==> src/rtl/stopwatch_sequencer.sv <==
// stopwatch_sequencer: key conditioning plus IDLE/RUN/PAUSE/STOP run control for the stopwatch counters.
// Optional LAP_HOLD_EN adds key_lap and the disp_hold display-freeze output.
module stopwatch_sequencer #(
    parameter int DB_CYCLES = 500000,
    parameter int TICK_DIV  = 500000
) (
    input  logic       clk,
    input  logic       rst_n,
    input  logic       key_start,
    input  logic       key_pause,
    input  logic       key_load,
`ifdef LAP_HOLD_EN
    input  logic       key_lap,
    output logic       disp_hold,
`endif
    output logic       cnt_clr,
    output logic       cnt_tick,
    output logic       cnt_load,
    output logic       running,
    output logic [1:0] state
);
    localparam int DW = $clog2(DB_CYCLES);
    localparam int PW = $clog2(TICK_DIV);
`ifdef LAP_HOLD_EN
    localparam int NK = 4;
`else
    localparam int NK = 3;
`endif

    typedef enum logic [1:0] {IDLE = 2'b00, RUN = 2'b01, PAUSE = 2'b10, STOP = 2'b11} state_t;

    logic [NK-1:0] raw, s1, s2, ev;
    state_t        cur, nxt;
    logic [PW-1:0] pre;
    logic          ev_start, ev_pause, ev_load, leave_stop;

`ifdef LAP_HOLD_EN
    assign raw = {key_lap, key_load, key_pause, key_start};
`else
    assign raw = {key_load, key_pause, key_start};
`endif

    always_ff @(posedge clk or negedge rst_n) begin
        if (!rst_n) begin
            s1 <= '0;
            s2 <= '0;
        end else begin
            s1 <= raw;
            s2 <= s1;
        end
    end

    // The counter only runs while the synced level differs from the accepted one,
    // so any bounce back to the accepted level restarts the qualification.
    for (genvar g = 0; g < NK; g++) begin : g_key
        logic [DW-1:0] cnt;
        logic          lvl, hit;
        always_ff @(posedge clk or negedge rst_n) begin
            if (!rst_n) begin
                cnt <= '0;
                lvl <= 1'b0;
                hit <= 1'b0;
            end else begin
                hit <= 1'b0;
                if (s2[g] == lvl) begin
                    cnt <= '0;
                end else if (cnt == DW'(DB_CYCLES - 1)) begin
                    cnt <= '0;
                    lvl <= s2[g];
                    hit <= s2[g];
                end else begin
                    cnt <= cnt + 1'b1;
                end
            end
        end
        assign ev[g] = hit;
    end

    assign ev_start   = ev[0];
    assign ev_pause   = ev[1];
    assign ev_load    = ev[2];
    assign leave_stop = (cur == STOP) && (nxt == IDLE);

    always_comb begin
        nxt = cur;
        if (ev_start)
            nxt = (cur == IDLE) ? RUN : (cur == STOP) ? IDLE : STOP;
        else if (ev_pause && (cur == RUN || cur == PAUSE))
            nxt = (cur == RUN) ? PAUSE : RUN;
    end

    // A tick is only issued if the watch is still running in the wrap cycle.
    always_ff @(posedge clk or negedge rst_n) begin
        if (!rst_n) begin
            cur      <= IDLE;
            pre      <= '0;
            cnt_clr  <= 1'b0;
            cnt_tick <= 1'b0;
            cnt_load <= 1'b0;
            running  <= 1'b0;
        end else begin
            cur      <= nxt;
            running  <= (nxt == RUN);
            cnt_clr  <= leave_stop;
            cnt_tick <= (cur == RUN) && (nxt == RUN) && (pre == PW'(TICK_DIV - 1));
            cnt_load <= (cur == IDLE) && ev_load && !ev_start;
            pre      <= leave_stop ? '0 :
                        (cur != RUN) ? pre :
                        (pre == PW'(TICK_DIV - 1)) ? '0 : pre + 1'b1;
        end
    end

`ifdef LAP_HOLD_EN
    always_ff @(posedge clk or negedge rst_n) begin
        if (!rst_n)
            disp_hold <= 1'b0;
        else if (nxt == IDLE && cur != IDLE)
            disp_hold <= 1'b0;
        else if ((cur == RUN || cur == PAUSE) && ev[3] && !ev_start && !ev_pause)
            disp_hold <= ~disp_hold;
    end
`endif

    assign state = cur;
endmodule
==> config.mk <==
export PLATFORM = sky130hd
export DESIGN_NAME = stopwatch_sequencer
export DESIGN_NICKNAME = d
export VERILOG_FILES = /design/src/rtl/stopwatch_sequencer.sv
export SDC_FILE = /design/constraint.sdc
export NUM_CORES = 1
export LEC_CHECK = 0
export CAP_MARGIN = 20
export CELL_PAD_IN_SITES_DETAIL_PLACEMENT = 2
export CELL_PAD_IN_SITES_GLOBAL_PLACEMENT = 2
export CORE_ASPECT_RATIO = 1.2
export CORE_MARGIN = 3
export CORE_UTILIZATION = 41
export CTS_CLUSTER_SIZE = 30
export DETAILED_ROUTE_END_ITERATION = 8
export GPL_TIMING_DRIVEN = 0
export PLACE_DENSITY_LB_ADDON = 0.15
export SLEW_MARGIN = 20
export SYNTH_ARGS = -nofsm -noshare
export SYNTH_HDL_FRONTEND = slang
export SYNTH_SLANG_ARGS = --single-unit
==> constraint.sdc <==
create_clock -name clk -period 3 [get_ports clk]
set_clock_uncertainty 0.2 [all_clocks]
set_input_delay 0.6 -clock clk [delete_from_list [all_inputs] [get_ports clk]]
set_output_delay 0.6 -clock clk [all_outputs]
set_load 0.01 [all_outputs]
# == After elaboration in Yosys (flattened, before gate mapping) ==
# Index checks and enable logic that the tools add are counted.
# word_totals
regBits,94
inputBits,5
out_inout_bits,6
word_cells,70
# classes
addsub,4
n_eq_ne,13
muxes,20
bitwise_logic,3
n_reduce_logical,13
# op_table
op,count
$mux W19,9
$add A19 B1 Y19 const B,4
$eq A19 B19 Y1 const B,4
$mux W2,5
$logic_and A1 B1 Y1,6
$mux W1,6
$reduce_and A2 Y1,3
$eq A2 B1 Y1 const B,2
$eq A2 B2 Y1 const B,2
$logic_not A2 Y1,2
$eq A1 B1 Y1,3
$not A1 Y1,3
$ne A2 B1 Y1 const B,1
$ne A2 B2 Y1 const B,1
$logic_not A1 Y1,1
$logic_or A1 B1 Y1,1

# == Longest topological paths before layout ==
# Gate-level depths: netlist of run 1.
# logic_depth
word_depth,8
ltp_mapped,7

# == Worst setup path before layout of run 1 ==
# Ideal clock, no wire load.
# synth_path
path_kind,register to register
startpoint,register cur[1] (netlist: state[1])
endpoint,register pre[14]
setup_time_ns,0.074
t_arrival_ns,2.186
required_time_ns,2.726
setup_slack_ns,0.540
stages_incl_launch_ff,8
period_less_slack_ns,2.460
path_cell_list,dfrtp_1 > inv_1 > ha_1 > inv_2 > or4_4 > buf_6 > or4_4 > a21oi_2
# synth_between
elab_chain_len,8
elab_cells_between_ends,16
cone_classes,5 x eq/ne; 6 x mux; 5 x reduce/logical
# synth_lines
element,line,source
start: declaration,33,"state_t cur, nxt;"
start signal: assignment,102,cur <= nxt;
$eq A2 B1 Y1 or $eq A2 B2 Y1 (tied branches),"88, 89",
$logic_or A1 B1 Y1,88,else if (ev_pause && (cur == RUN || cur == PAUSE))
$logic_and A1 B1 Y1,88,
$mux W2,88,
$mux W2,86,if (ev_start)
$logic_not A2 Y1,82,assign leave_stop = (cur == STOP) && (nxt == IDLE);
$logic_and A1 B1 Y1,82,
$ne A2 B2 Y1 (no line) or $mux W19 (tied branches),n/a,
end signal: assignment,107,pre <= leave_stop ? '0 :
end: declaration,34,logic [PW-1:0] pre;
# Parallel ways exist; a longest one is shown, timed or not.
# A chain may end at the register's enable or synchronous reset.

# == Worst setup path after layout of run 1 ==
# Ends and elaborated chain as after synthesis.

==> run metrics, run 1 <==
synth unique cells=44; ant diodes=0; final setup margin=0.3407 ns; worst-margin pin slew=0.6730 ns; Hold Vio Cnt, Final=0; Yosys reg bits=94; CP Launch Type=flip-flop; Routed WL per cell=18.69 um; Post-Syn Area=4598 um^2; total die area=12,530 um^2; H-tree depth=3; vias in the first global route=4,045; GPL Wtd Cong=0.8054; largest net degree at the start of global routing=71; RSZ-0062 raised after global routing=no; Worst Path Arrival=2.74 ns; total CTS buffers=9; synth top area cells=dfrtp_1, xnor2_1, nor2_1; Core Rows=41; hpwl dp=7.711 mm; kind of critical path=flip-flop to flip-flop; period utilization=88.64%; Hold Slack=0.1511 ns; Most Frequent Cell on Critical Path=or4_4; cts repair resizes=0; Clock Pin Slew Worst Setup and Hold Paths=0.07 ns; CP max FO=10; Pwr Density=506.7 nW/um^2; CP top delay family=simple AND/OR/NAND/NOR gates; DP Area=4888 um^2; first-pass GRT wire length=20.27 mm; Core Area=10,720 um^2; Hold/Removal Path Class=flip-flop to flip-flop; Die X=102.7 um; Max Slew Vio Count=0; status=finished, final reports clean; critical path cell sequence=inv_1 -> ha_1 -> inv_2 -> or4_4 -> buf_6 -> or4_4 -> a21oi_2; Final setup violation count=0; Critical Path End Type=flip-flop; Net Count, Synth=470; final wirelength=11.48 mm; leakage power total=2.058 nW; DR vias/cell=5.837; fmax=376.0 MHz; Slew headroom=54.87%; GR Util All Layers=20.60%; area growth from synthesis to layout=13.69%; antenna-violating nets left=0; Max clock buf depth=2; # DRC=0; MaxCap Viol Count=0; CP Buf/Inv Count=3; clock root cell=clkbuf_16; drt pass-1 iters=4; Seq. cell area=2352 um^2; Mapped Cells=457; worst skew pair latency=0.35 ns; Final Cell Area=5228 um^2; layout cell share with drive strength beyond 1=8.454%; Final Util=48.76%; warnings from Yosys=0; multi-input logic area=2123 um^2; initial core utilization=42.89%; area leader, netlist=dfrtp_1; FILL cells=1,122; Final nets=493; CP max stage cell=or4_4; sequential-to-total area share from yosys stat=51.16%; syn_area_per_cell=10.06 um^2; Design Power=2.649 mW; Port Buffers=10; initial antenna violation count=0; Crit path required time=3.08 ns; Max IR drop VDD=288.7 uV; post-layout min period=2.659 ns; clock sink count=94; CTS tree=built; critical path's largest stage delay=0.56 ns; 1st-iter DRT viols=89; pre-CTS WS=0.3299 ns; GRT overflow=0; Die Y=122.0 um; routed via count=3,584; I/O Pins=11; top cell type's share of synthesized area=51.16%
==> per-layer routing <==
metal	wire length (um)	GRT usage, %	part of all wire (%)	vias up
li1	-	-	-	1697
met1	4985	24.92	43	1838
met2	6100	36.55	53	31
met3	184	3.494	1.6	18
met4	208	6.973	1.8	0
met5	0	0	0	-
==> synth_stat cells, drive strengths merged <==
cell type   n
or3b        1
a21oi      31
or4        18
ha          8
nand2b      4
nand3      25
nand2      35
o21ai      17
and4        7
o2bb2ai     1
mux2        3
inv        17
clkbuf      7
or4b        6
nor2b       1
mux2i       3
o32ai       1
o21a        1
and3b       1
a31oi       1
nor3       13
xor2       20
or2         2
xnor2      23
nor2       52
nor4        9
or4bb       1
o211ai      3
nor4b       5
nand4      15
o31ai      12
buf         4
dfrtp      94
or3        16
==> kinds of logic (layout without fill, tap and decap cells) <==
group                      count (synthesis)  count (layout)  synth area share [%]
AOI/OAI and AO/OA                         67              67                 9.089
xor gates and xnor gates                  43              43                 8.190
adders and majority gates                  8               8                 2.177
buffers and inverters                     28              56                 2.667
DFF                                       94              94                 51.16
muxes                                      6               6                 1.388
and+or+nand+nor                          211             211                 25.33
==> what timing repair did <==
action | CTS | global route
hold endpoints to repair | 24 | 0
hold buffers | 1 | 0
buffers inserted | 0 | 0
==> report_power, final <==
| group | switching, mW | internal [mW] | total, mW |
|---|---|---|---|
| clock | 0.534 | 0.743 | 1.28 |
| combinational | 0.0535 | 0.0243 | 0.0778 |
| sequential | 0.0140 | 1.28 | 1.29 |
==> through the flow <==
step | cells | setup TNS [ns]
4_1_cts | 614 | 0
3_3_place_gp | 596 | -233.44
3_5_place_dp | 597 | 0
6_report | 614 | 0
5_1_grt | 614 | 0
2_1_floorplan | 457 | 0
==> flip-flops by register name (all words and copies together) (netlist names) <==
name	flops
s2	3
ev_start	1
state	2
g_key.lvl	3
cnt_load	1
s1	3
g_key.cnt	57
cnt_clr	1
pre	19
ev_pause	1
cnt_tick	1
ev_load	1
running	1
==> cell usage in the layout, fill, tap and decap left out, drive strengths merged <==
master	instances
xor2	20
nand2	35
dfrtp	94
nor2	52
nand4	15
xnor2	23
clkbuf	16
or3	16
buf	6
clkinv	2
nor2b	1
nor4b	5
a21oi	31
nor3	13
dlygate4sd3	1
or3b	1
or2	2
bufinv	2
o31ai	12
and4	7
clkdlybuf4s50	9
nand2b	4
and3b	1
nand3	25
a31oi	1
nor4	9
or4	18
o21a	1
o2bb2ai	1
o32ai	1
mux2	3
ha	8
o211ai	3
or4bb	1
or4b	6
inv	20
mux2i	3
o21ai	17
==> cell type report <==
cell class              instances  area share (%)
inverters                      17           1.221
clock inverters                 7           1.987
plain buffers                  11           1.125
multi-input cells             335           40.62
repair buffers                 12           2.657
flip-flops and latches         94           45.00
well taps                     129           3.088
clock buffers                   9           4.308
==> final timing paths <==
| kind | from | end | slack, ns | cells past startpoint |
|---|---|---|---|---|
| worst min-delay path | s1[1] | s2[1] | 0.15 | 0 |
| worst min register to register | s1[1] | s2[1] | 0.15 | 0 |
| worst max-delay path | state[1] | pre[14] | 0.34 | 7 |
| max in group asynchronous | rst_n | g_key[0].cnt[14] | 1.49 | 3 |
| worst max register to register | state[1] | pre[14] | 0.34 | 7 |
| min in group asynchronous | rst_n | pre[2] | 0.48 | 2 |
Power figures use the tool's default switching activity.
==> run 2, diff against run 1 <==
--- a/config.mk
+++ b/config.mk
@@ -11,6 +11,7 @@
 export CORE_ASPECT_RATIO = 1.2
 export CORE_MARGIN = 3
 export CORE_UTILIZATION = 41
+export CTS_CLUSTER_DIAMETER = 80
 export CTS_CLUSTER_SIZE = 30
 export DETAILED_ROUTE_END_ITERATION = 8
 export GPL_TIMING_DRIVEN = 0
==> results of run 2 <==
No change in the layout: final DEF, timing and power equal those of run 1.
